<file path="config.mk">
export PLATFORM = sky130hd
export DESIGN_NAME = byte_to_word_packer
export DESIGN_NICKNAME = d
export VERILOG_FILES = /design/src/rtl/byte_to_word_packer.sv
export SDC_FILE = /design/constraint.sdc
export NUM_CORES = 1
export LEC_CHECK = 0
export ABC_CLOCK_PERIOD_IN_PS = 2029
export CAP_MARGIN = 30
export CORE_ASPECT_RATIO = 0.8
export CORE_MARGIN = 3
export CORE_UTILIZATION = 45
export CTS_CLUSTER_SIZE = 25
export DETAILED_ROUTE_END_ITERATION = 10
export PLACE_DENSITY = 0.78
export SKIP_LAST_GASP = 1
export SYNTH_ARGS = -nofsm -noshare
export SYNTH_HDL_FRONTEND = slang
export SYNTH_SLANG_ARGS = --single-unit
</file>
<file path="constraint.sdc">
create_clock -name clk -period 2.03 [get_ports clk]
set_clock_uncertainty 0.15 [all_clocks]
set_input_delay 0.406 -clock clk [delete_from_list [all_inputs] [get_ports clk]]
set_output_delay 0.406 -clock clk [all_outputs]
set_load 0.1 [all_outputs]
</file>
<file path="src/rtl/byte_to_word_packer.sv">
// byte_to_word_packer
//   Packs a byte stream little-endian into words and issues one-cycle word
//   writes with per-lane byte enables. Used to load program/data memory from
//   a serial byte source. Supports an unaligned start address, a partial-word
//   flush, and automatic termination at the top of the byte address space.
//
// Ports
//   clk, rst        rising-edge clock, synchronous active-high reset
//   start           begin a session at start_addr (only honoured when idle)
//   start_addr      first byte address of the session
//   flush           write out any partial word and end the session
//   byte_valid      byte_data holds a byte
//   byte_data       incoming byte
//   byte_ready      a byte is accepted this cycle when byte_valid is also high
//   word_we         one-cycle word write strobe
//   word_addr_out   word address of the write
//   word_data_out   assembled word, unwritten lanes are zero
//   word_be         per-lane byte enable, lane i = bits [8i+7:8i]
//   busy            session in progress
//   done            one-cycle pulse when the session returns to idle
module byte_to_word_packer #(
   parameter int BYTE_ADDR_WIDTH = 6,
   parameter int BYTES_PER_WORD  = 4
) (
   input  logic                                                    clk,
   input  logic                                                    rst,
   input  logic                                                    start,
   input  logic [BYTE_ADDR_WIDTH-1:0]                              start_addr,
   input  logic                                                    flush,
   input  logic                                                    byte_valid,
   input  logic [7:0]                                              byte_data,
   output logic                                                    byte_ready,
   output logic                                                    word_we,
   output logic [BYTE_ADDR_WIDTH-$clog2(BYTES_PER_WORD)-1:0]       word_addr_out,
   output logic [8*BYTES_PER_WORD-1:0]                             word_data_out,
   output logic [BYTES_PER_WORD-1:0]                               word_be,
   output logic                                                    busy,
   output logic                                                    done
);

   localparam int BYTES_PER_WORD_LOG2 = $clog2(BYTES_PER_WORD);
   localparam int BITS_PER_WORD       = 8 * BYTES_PER_WORD;
   localparam int WORD_ADDR_WIDTH     = BYTE_ADDR_WIDTH - BYTES_PER_WORD_LOG2;
   localparam logic [BYTES_PER_WORD_LOG2-1:0] LAST_LANE =
      BYTES_PER_WORD_LOG2'(BYTES_PER_WORD - 1);

   localparam logic [1:0] S_IDLE  = 2'd0;
   localparam logic [1:0] S_FILL  = 2'd1;
   localparam logic [1:0] S_WRITE = 2'd2;

   logic [1:0]                           state, state_n;
   logic [BYTE_ADDR_WIDTH-1:0]           byte_addr;
   logic [BITS_PER_WORD-1:0]             data_q;
   logic [BYTES_PER_WORD-1:0]            be_q;
   logic [WORD_ADDR_WIDTH-1:0]           waddr_q;
   logic                                 flush_pend;
   logic                                 end_hit;
   logic                                 done_q;

   logic [BYTES_PER_WORD_LOG2-1:0]       lane;
   logic                                 xfer;
   logic                                 at_top;

   assign lane   = byte_addr[BYTES_PER_WORD_LOG2-1:0];
   assign at_top = &byte_addr;
   assign xfer   = byte_valid && (state == S_FILL);

   always_comb begin
      state_n = state;
      case (state)
         S_IDLE:  if (start) state_n = S_FILL;
         S_FILL: begin
            // A completed word (or the last byte of memory) takes priority;
            // a coincident flush is remembered via flush_pend below.
            if (xfer && (lane == LAST_LANE || at_top))
               state_n = S_WRITE;
            else if (flush)
               state_n = (xfer || be_q != '0) ? S_WRITE : S_IDLE;
         end
         S_WRITE: state_n = (flush_pend || end_hit) ? S_IDLE : S_FILL;
         default: state_n = S_IDLE;
      endcase
   end

   always_ff @(posedge clk) begin
      if (rst) begin
         state      <= S_IDLE;
         byte_addr  <= '0;
         data_q     <= '0;
         be_q       <= '0;
         waddr_q    <= '0;
         flush_pend <= 1'b0;
         end_hit    <= 1'b0;
         done_q     <= 1'b0;
      end else begin
         state  <= state_n;
         done_q <= (state != S_IDLE) && (state_n == S_IDLE);
         case (state)
            S_IDLE: if (start) begin
               byte_addr  <= start_addr;
               data_q     <= '0;
               be_q       <= '0;
               flush_pend <= 1'b0;
               end_hit    <= 1'b0;
            end
            S_FILL: begin
               if (xfer) begin
                  data_q[lane*8 +: 8] <= byte_data;
                  be_q[lane]          <= 1'b1;
                  waddr_q             <= byte_addr[BYTE_ADDR_WIDTH-1:BYTES_PER_WORD_LOG2];
                  byte_addr           <= byte_addr + BYTE_ADDR_WIDTH'(1);
                  if (at_top) end_hit <= 1'b1;
               end
               if (flush && state_n == S_WRITE) flush_pend <= 1'b1;
            end
            S_WRITE: if (state_n == S_FILL) begin
               data_q <= '0;
               be_q   <= '0;
            end
            default: ;
         endcase
      end
   end

   assign byte_ready    = (state == S_FILL);
   assign word_we       = (state == S_WRITE);
   assign word_addr_out = word_we ? waddr_q : '0;
   assign word_data_out = word_we ? data_q  : '0;
   assign word_be       = word_we ? be_q    : '0;
   assign busy          = (state != S_IDLE);
   assign done          = done_q;

endmodule

</file>
==> impl_metrics.py <==
metrics = {
    "outcome": {
        "status": "finished, violations left",
        "violations": "negative setup slack",
    },
    "timing": {
        "finalSetupViolCount": 14,
        "drv_slew": 0,
        "period_share_pct": 102,
        "slew_headroom_pct": 77.1,
        "holdWs_ns": 0.318,
        "clock.fmax_ghz": 0.482,
        "worst_slack_ns": -0.0441,
        "rsz0062_at_grt": "true",
        "min_period_ns": 2.07,
        "hold_viol_final": 0,
        "worstMarginPinSlew_ns": 0.339,
    },
    "global_route": {
        "grt_usage_pct": 25.1,
        "grt_pass1_vias": 2578,
        "antenna_found_initial": 0,
        "grt_max_degree": 29,
        "overflow": 0,
        "grt_pass1_wl_mm": 13.6,
    },
    "logic_synthesis": {
        "syn-num-nets": 313,
        "avgSynthCellArea_um2": 9.39,
        "synth_ff_type": "dfxtp_1",
        "yosysTopAreaCellShare_pct": 37.6,
        "synth_edf_count": 0,
        "synth_area_um2": 2720,
        "synth_cell_type_count": 48,
        "syn_inst": 289,
        "yosysWarnings": 0,
        "yosys_register_bits": 51,
        "synthXorXnorAreaFrac_pct": 0,
        "synth-compound-area-share_pct": 14.5,
        "synth_top_family_by_area": "simple AND/OR/NAND/NOR gates",
        "synth_adder_area_share_pct": 2.30,
        "synthArstFlopShare_pct": 0,
        "synth_seq_area_share_pct": 37.6,
        "synthMuxAreaShare_pct": 10.0,
        "synth.area.top_cells": "dfxtp_1 38%, mux2i_1 9.6%, and2_1 9.2%, nand2b_1 6.2%, nand3_1 4.6%",
        "yosys.area_share.simple_pct": 31.6,
        "yosysTopAreaCell": "dfxtp_1",
    },
    "power_and_ir_drop": {
        "switching_share_pct": 28.4,
        "seqPwrFrac_pct": 46.1,
        "clkPwrFrac_pct": 31.9,
        "power_density_nw_per_um2": 520,
        "internal-power_mw": 1.63,
        "pwr-share-comb_pct": 22.0,
        "p_switching_mw": 0.645,
        "p_leak_nw": 1.77,
        "peakVddDrop_v": 0.000341,
    },
    "layout": {
        "insertedDiodeCount": 0,
        "drive_gt1_share_pct": 38.6,
        "final_common_cell": "buf_12",
        "finish.utilization_pct": 77.3,
        "mostFrequentLayoutCells": "50 x buf_12, 49 x dfxtp_1, 28 x buf_4, 27 x nand2b_1, 26 x mux2i_1",
        "finalNetCount": 399,
        "design_area_um2": 4360,
        "area_growth_pct": 60.7,
    },
    "floorplan": {
        "fp-row-count": 24,
        "die_w_um": 92.8,
        "dieArea_um2": 7010,
        "die_h_um": 75.5,
        "start_util_pct": 48.1,
        "io_pins": 63,
        "core_area_um2": 5650,
    },
    "cts": {
        "cts_tree": "yes",
        "clk_pin_slew_ns": 0.10,
        "clk_path_buf_depth": 2,
        "numClockSinks": 51,
        "hold_buffers": 0,
        "cts_buffers": 5,
        "worstSkewPairLatency_ns": 0.31,
        "root_buffer": "clkbuf_8",
        "htreeDepth": 2,
    },
    "worst_setup_path": {
        "cp-start-kind": "flop",
        "worst-path-max-fanout": 10,
        "crit_arrival_ns": 1.52,
        "worstSetupPathType": "reg -> out",
        "end_kind": "primary output",
        "critical_path_required_ns": 1.47,
    },
    "routing": {
        "ant_nets": 0,
        "drt-initial-drc-count": 167,
        "route.detailed.drc": 0,
        "drt-pass1-iter-count": 5,
        "vias": 2551,
        "vias_per_cell": 5.62,
        "routed_wirelength_mm": 8.27,
        "post_drt_wl_per_cell_um": 18.2,
    },
    "run": {
        "maxCapViolations": 0,
    },
    "place": {
        "io_buffers": 62,
        "dp_hpwl_mm": 5.60,
        "place_congestion": 0.857,
        "postPlaceCellArea_um2": 4130,
    },
    "worst_hold_path": {
        "hold_class": "reg -> reg",
    },
}
area by class of cell:
| cell class | instances | area, µm² |
|---|---|---|
| Timing Repair Buffer | 98 | 1430 |
| Inverter | 7 | 28.8 |
| Tap cell | 78 | 97.6 |
| Fill cell | 372 | 1280 |
| Sequential cell | 51 | 1030 |
| Clock buffer | 5 | 68.8 |
| Clock inverter | 3 | 43.8 |
| Multi-Input combinational cell | 212 | 1670 |
metrics by stage:
stage          cells  power, mW  worst slack (ns)  setup TNS, ns
2_1_floorplan    289       1.34           -0.0865          -2.59
5_1_grt          454       2.35           -0.0882          -2.45
3_3_place_gp     439       1.53           -0.0604          -1.22
4_1_cts          453       2.27           -0.0436         -0.282
6_report         454       2.27           -0.0441         -0.240
3_5_place_dp     439       1.54            -0.113          -1.87
cell usage after synthesis, types with 2 or more instances:
cell type / instances
clkbuf_1: 12
o32ai_1: 2
buf_2: 4
inv_1: 6
a211oi_4: 3
nor3b_2: 3
a22oi_1: 2
ha_1: 5
a32oi_1: 5
and3b_1: 2
and4b_1: 2
dfxtp_1: 51
o211ai_1: 3
nand2b_1: 27
nand3_1: 25
a21oi_1: 8
nor4bb_1: 3
mux2i_1: 26
and2_1: 40
buf_1: 2
nor2_1: 9
o211a_1: 4
and3_1: 2
and4_1: 2
a22o_1: 7
nand2_1: 12
timing repair:
action	in CTS	in global routing
buffers inserted	4	2
endpoints found under the setup margin	42	40
resized for setup	18	2
pin swaps	0	1
gates cloned	2	0
critical path: stages, from the launching register on:
cell     delay [ns]
dfxtp_4        0.38
inv_4          0.04
nor2_4         0.20
buf_12         0.14
buf_16         0.11
and2_4         0.16
buf_12         0.17
final timing paths:
check,from,to,slack (ns),cells past startpoint
max,state[1],word_data_out[29],-0.04,6
min,waddr_q[2],waddr_q[2],0.32,2
max reg2reg,state[0],data_q[17],0.17,6
min reg2reg,waddr_q[2],waddr_q[2],0.32,2
power groups by stage:
stage / combinational [mW] / clock (mW) / sequential, mW
2_1_floorplan: 0.263 / 0 / 1.07
3_3_place_gp: 0.462 / 0 / 1.07
3_5_place_dp: 0.471 / 0 / 1.07
4_1_cts: 0.492 / 0.731 / 1.05
5_1_grt: 0.529 / 0.770 / 1.05
6_report: 0.500 / 0.723 / 1.05
state kept, by name, indices dropped and copies added, names as in the netlist:
signal,flops
waddr_q,4
done,1
data_q,32
state,2
flush_pend,1
end_hit,1
be_q,4
byte_addr,6
per-layer routing:
layer  vias up  global-route usage, %  wire length, µm
met5         -                      0                0
met4         0                   7.48              150
met3        13                   4.74              483
met2       107                   42.2             3930
met1      1238                   33.4             3710
li1       1193                      -                -
kinds of logic (layout without fill, tap and decap cells):
group / after synthesis / after routing
flip-flops: 51 / 51
AND/OR/NAND/NOR: 137 / 137
AO/OA/AOI/OAI: 43 / 43
buffers and inverters: 26 / 113
multiplexers: 27 / 27
adder cells (fa/ha/maj): 5 / 5
Power figures use the tool's default switching activity.
